$ cat src/rtl/ps2_scancode_receiver.sv
// PS/2 keyboard frame receiver with a show-ahead scan-code FIFO.
// Optional build macro BREAK_FILTER_EN strips E0/F0 prefixes and break codes.
module ps2_scancode_receiver #(
    parameter int FIFO_DEPTH     = 4,
    parameter int TIMEOUT_CYCLES = 50000
) (
    input  logic       clk,
    input  logic       rst_n,
    input  logic       ps2_clk,
    input  logic       ps2_dat,
    input  logic       rd_en,
    output logic [7:0] scan_code,
    output logic       code_valid,
    output logic       parity_err,
    output logic       frame_err,
    output logic       overflow
);
    localparam int AW = $clog2(FIFO_DEPTH);
    localparam int TW = $clog2(TIMEOUT_CYCLES);

    typedef enum logic [1:0] {IDLE, DATA, PARITY, STOP} state_t;

    // Synchronisers reset to the idle-high line level so release causes no false fall.
    logic [1:0] clk_sync, dat_sync;
    logic       clk_prev;
    logic       fall, dat;

    always_ff @(posedge clk or negedge rst_n) begin
        if (!rst_n) begin
            clk_sync <= 2'b11;
            dat_sync <= 2'b11;
            clk_prev <= 1'b1;
        end else begin
            // NOTE: non-blocking assignments make every flop sample the pre-edge values.
            clk_sync <= {clk_sync[0], ps2_clk};
            dat_sync <= {dat_sync[0], ps2_dat};
            clk_prev <= clk_sync[1];
        end
    end

    assign fall = clk_prev && !clk_sync[1];
    assign dat  = dat_sync[1];

    state_t        state_q, state_d;
    logic [2:0]    bit_cnt_q, bit_cnt_d;
    logic [7:0]    shift_q, shift_d;
    logic          par_q, par_d;
    logic [TW-1:0] timer_q, timer_d;
    logic          byte_ok, par_err_d, frm_err_d;

    always_ff @(posedge clk or negedge rst_n) begin
        if (!rst_n) begin
            state_q   <= IDLE;
            bit_cnt_q <= '0;
            shift_q   <= '0;
            par_q     <= 1'b0;
            timer_q   <= '0;
        end else begin
            state_q   <= state_d;
            bit_cnt_q <= bit_cnt_d;
            shift_q   <= shift_d;
            par_q     <= par_d;
            timer_q   <= timer_d;
        end
    end

    always_comb begin
        // NOTE: every output gets a default first so no path can infer a latch.
        state_d   = state_q;
        bit_cnt_d = bit_cnt_q;
        shift_d   = shift_q;
        par_d     = par_q;
        timer_d   = fall ? '0 : timer_q + 1'b1;
        byte_ok   = 1'b0;
        par_err_d = 1'b0;
        frm_err_d = 1'b0;
        case (state_q)
            IDLE: begin
                timer_d = '0;
                if (fall && !dat) begin
                    state_d   = DATA;
                    bit_cnt_d = '0;
                end
            end
            DATA: if (fall) begin
                shift_d   = {dat, shift_q[7:1]};
                bit_cnt_d = bit_cnt_q + 1'b1;
                if (bit_cnt_q == 3'd7) state_d = PARITY;
            end
            PARITY: if (fall) begin
                par_d   = dat;
                state_d = STOP;
            end
            STOP: if (fall) begin
                state_d = IDLE;
                if (!dat)                     frm_err_d = 1'b1;
                else if (!(^{shift_q, par_q})) par_err_d = 1'b1;
                else                          byte_ok   = 1'b1;
            end
            default: state_d = IDLE;
        endcase
        // A stalled device aborts the frame; a fall on the same cycle wins.
        if (state_q != IDLE && !fall && timer_q == TW'(TIMEOUT_CYCLES - 1)) begin
            state_d   = IDLE;
            timer_d   = '0;
            frm_err_d = 1'b1;
        end
    end

    logic push_req;
`ifdef BREAK_FILTER_EN
    logic ext_flag, brk_flag;
    logic is_prefix;

    assign is_prefix = (shift_q == 8'hE0) || (shift_q == 8'hF0);
    assign push_req  = byte_ok && !is_prefix && !brk_flag;

    always_ff @(posedge clk or negedge rst_n) begin
        if (!rst_n) begin
            ext_flag <= 1'b0;
            brk_flag <= 1'b0;
        end else if (byte_ok) begin
            if (shift_q == 8'hE0) begin
                ext_flag <= 1'b1;
            end else if (shift_q == 8'hF0) begin
                brk_flag <= 1'b1;
            end else begin
                ext_flag <= 1'b0;
                brk_flag <= 1'b0;
            end
        end
    end
`else
    assign push_req = byte_ok;
`endif

    logic [7:0]    mem [FIFO_DEPTH];
    logic [AW-1:0] wr_ptr, rd_ptr;
    logic [AW:0]   count;
    logic          full, pop, push;

    assign full       = (count == (AW + 1)'(FIFO_DEPTH));
    assign pop        = rd_en && (count != '0);
    assign push       = push_req && (!full || pop);
    assign code_valid = (count != '0);
    assign scan_code  = code_valid ? mem[rd_ptr] : 8'h00;

    // NOTE: storage has no reset; count and pointers alone define which entries are live.
    always_ff @(posedge clk) begin
        if (push) mem[wr_ptr] <= shift_q;
    end

    always_ff @(posedge clk or negedge rst_n) begin
        if (!rst_n) begin
            wr_ptr     <= '0;
            rd_ptr     <= '0;
            count      <= '0;
            parity_err <= 1'b0;
            frame_err  <= 1'b0;
            overflow   <= 1'b0;
        end else begin
            if (push) wr_ptr <= wr_ptr + 1'b1;
            if (pop)  rd_ptr <= rd_ptr + 1'b1;
            case ({push, pop})
                2'b10:   count <= count + 1'b1;
                2'b01:   count <= count - 1'b1;
                default: count <= count;
            endcase
            parity_err <= par_err_d;
            frame_err  <= frm_err_d;
            overflow   <= push_req && full && !pop;
        end
    end
endmodule
$ cat config.mk
export PLATFORM = sky130hd
export DESIGN_NAME = ps2_scancode_receiver
export DESIGN_NICKNAME = d
export VERILOG_FILES = /design/src/rtl/ps2_scancode_receiver.sv
export SDC_FILE = /design/constraint.sdc
export NUM_CORES = 1
export LEC_CHECK = 0
export ABC_AREA = 1
export CAP_MARGIN = 40
export CORE_MARGIN = 2
export CORE_UTILIZATION = 64
export DETAILED_ROUTE_END_ITERATION = 12
export GPL_TIMING_DRIVEN = 1
export PLACE_DENSITY = 0.88
export SLEW_MARGIN = 10
export SYNTH_ARGS = -nofsm -noshare
export SYNTH_HDL_FRONTEND = slang
export SYNTH_SLANG_ARGS = --single-unit
export TNS_END_PERCENT = 50
$ cat constraint.sdc
create_clock -name clk -period 5.4 [get_ports clk]
set_clock_uncertainty 0.1 [all_clocks]
set_input_delay 0.54 -clock clk [delete_from_list [all_inputs] [get_ports clk]]
set_output_delay 0.54 -clock clk [all_outputs]
set_load 0.01 [all_outputs]
==> flow_metrics.tcl <==
set metrics [dict create \
    drc 0 \
    rr_startpoint "shift_q[4]" \
    drt_pass1_iterations 5 \
    yosys.area.top_type "dfrtp_1" \
    rsz0062_at_grt "false" \
    num_rows 27 \
    synth_nets 402 \
    nets 425 \
    grt_pass1_vias 2667 \
    start_kind "flop" \
    grt_overflow 0 \
    die_w_um 80.15 \
    finalCritPeriodShare_pct 53.94 \
    grt_pass1_wl_um 11500 \
    die_area_mm2 0.006424 \
    yosysSeqAreaShare_pct 56.41 \
    fmax_mhz 343.3 \
    p_per_area_mw_per_mm2 478.7 \
    setup_viol 0 \
    syn_to_final_growth_pct 11.77 \
    cts_buffers 9 \
    hp-class "reg2reg" \
    antenna_found_initial 0 \
    grt_max_degree 34 \
    cts_setup_buffers 0 \
    yosys-top-cells-count "59 x nor2_1, 58 x nand2_1, 46 x inv_1, 40 x dfrtp_1, 34 x o21ai_0" \
    insertion_delay_ns 0.35 \
    fillers 371 \
    yosys_warnings 0 \
    worstSetupPathType "reg2out" \
    crit_fanout 19 \
    drive_gt1_share_pct 14.08 \
    ys.flop_type "dfrtp_1" \
    p_leak_nw 1.832 \
    synth_top_area_share_pct 26.97 \
    r2r_slack_ns 2.92 \
    track_usage_pct 23.89 \
    clockRootBuffer "clkbuf_8" \
    core_mm2 0.005540 \
    hold_path_depth 0 \
    finalWirelength_um 6698 \
    clk_pin_slew_ns 0.08 \
    cp_data_required_time_ns 4.76 \
    holdPathEnd "clk_sync[1]" \
    vias 2671 \
    setup_tns_ns 0 \
    die_h_um 80.15 \
    slew_headroom_pct 48.85 \
    fin_crit_ns 2.913 \
    io_pins 17 \
    hold_viol_final 0 \
    cts_sinks 77 \
    crit_start "rd_ptr[0]" \
    ys_seq_elements 77 \
    post_cts_resized 0 \
    min_from "clk_sync[0]" \
    ys_async_sr_fraction_pct 58.44 \
    maxCapViolations 0 \
    r2r_cells 14 \
    synth.cell_area_mm2 0.003711 \
    vias_per_cell 5.519 \
    worst_pin_slew_ns 0.7644 \
    syn-mean-instance-area_um2 9.664 \
    worstPathArrival_ns 2.27 \
    drt_iter0_drc 177 \
    synth.area.top_cells "dfrtp_1 27%, edfxtp_1 26%, nor2_1 6.0%, nand2_1 5.9%, inv_1 4.7%" \
    r2r_end "count[2]" \
    finalMaxSlewViolations 0 \
    antenna_left 0 \
    clock_path_buffers 2 \
    start_util_pct 66.98 \
    cp-end-kind "primary output" \
    synthCells 384 \
    synth_edf_count 32 \
    dp_hpwl_um 4776 \
    htreeDepth 3 \
    synth_most_common_cell "nor2_1" \
    antennaDiodeCount 0 \
    tritoncts "built" \
    ir_drop_mv 0.2993 \
    synth_cell_types 42 \
    whs_ns 0.2585 \
    port_buffers 16 \
    status "finished clean" \
    routabilityCongestion 0.8507 \
    wl_per_cell_um 13.84 \
]
## logic make-up (layout without fill, tap and decap cells)
family	Yosys count	count (layout)	synth area share, %
AO/OA/AOI/OAI	58	58	8.631
XOR/XNOR	8	8	1.888
adder cells (fa/ha/maj)	13	13	4.585
buffers and inverters	62	90	6.541
flip-flops	77	77	56.41
AND/OR/NAND/NOR	166	166	21.95
## layer usage
metal,global-route usage [%],up-vias,share of wire [%]
met3,5.955,13,4.4
met5,0,-,0
met1,27.41,1284,41
li1,-,1307,-
met4,12.37,0,1.6
met2,41.25,67,53
## layout by cell type, fill, tap and decap left out, types with 2 or more instances in the layout
cell type,synthesis,layout
nor3_4,2,2
dfrtp_1,40,40
a31oi_1,3,3
clkbuf_8,0,9
o21ai_2,2,2
dfstp_2,5,5
nor2_1,59,59
nand3_1,13,13
clkinv_2,1,5
nor2_2,2,2
inv_1,46,46
nor3_1,5,5
o21ai_0,34,34
clkdlybuf4s50_1,0,15
nand2_1,58,58
xnor2_1,2,2
nand4_1,7,7
nand3_2,5,5
nand2_2,5,5
xor2_1,6,6
a21oi_1,13,13
inv_2,7,7
edfxtp_1,32,32
ha_1,12,12
nand2_4,2,2
## layout make-up
class | count | area [µm²] | area share (%)
Timing Repair Buffer | 18 | 185.2 | 4.465
Clock inverter | 7 | 66.31 | 1.599
Clock buffer | 9 | 123.9 | 2.986
Tap cell | 72 | 90.09 | 2.172
Inverter | 56 | 214.0 | 5.158
Multi-Input combinational cell | 245 | 1375 | 33.15
Sequential cell | 77 | 2093 | 50.47
## sequential cells by signal, summed over array words and instances, names as in the netlist
| register | count |
|---|---|
| mem | 32 |
| timer_q | 16 |
| shift_q | 8 |
| bit_cnt_q | 3 |
| count | 3 |
| clk_sync | 2 |
| dat_sync | 2 |
| rd_ptr | 2 |
| state_q | 2 |
| wr_ptr | 2 |
| clk_prev | 1 |
| frame_err | 1 |
| overflow | 1 |
| par_q | 1 |
| parity_err | 1 |
## worst max-delay path by stage
stage	end	slack [ns]	cells past startpoint
2_1_floorplan	count[2]	3.21	14
3_3_place_gp	count[2]	2.84	10
3_5_place_dp	count[2]	2.74	10
4_1_cts	scan_code[0]	2.52	4
5_1_grt	scan_code[0]	2.39	4
6_report	scan_code[5]	2.49	4
## repair_timing
item                       in CTS  in global routing
setup endpoints to repair       0                  0
hold endpoints to repair        8                  0
hold buffers                    1                  0
## stage by stage
step	cells	worst slack, ns	power [mW]	instance area, µm²	utilization [%]
global placement	466	2.839	1.525	3928	70.89
finish	484	2.487	1.985	4148	74.86
CTS	484	2.518	1.992	4148	74.86
global route	484	2.395	2.122	4148	74.86
floorplan	384	3.206	1.333	3711	-
detailed placement	467	2.736	1.572	3948	71.25
## worst max-delay path, stage by stage, from the launching register on
cell	delay, ns
dfrtp_1	0.76
inv_2	0.25
o21ai_0	0.30
a21oi_1	0.12
clkdlybuf4s50_1	0.49
## report_power, final
part / internal, mW / switching [mW] / total (mW)
combinational: 0.297 / 0.435 / 0.732
clock: 0.211 / 0.209 / 0.420
sequential: 0.715 / 0.119 / 0.834
No activity file was read; power rests on OpenSTA's default activity.
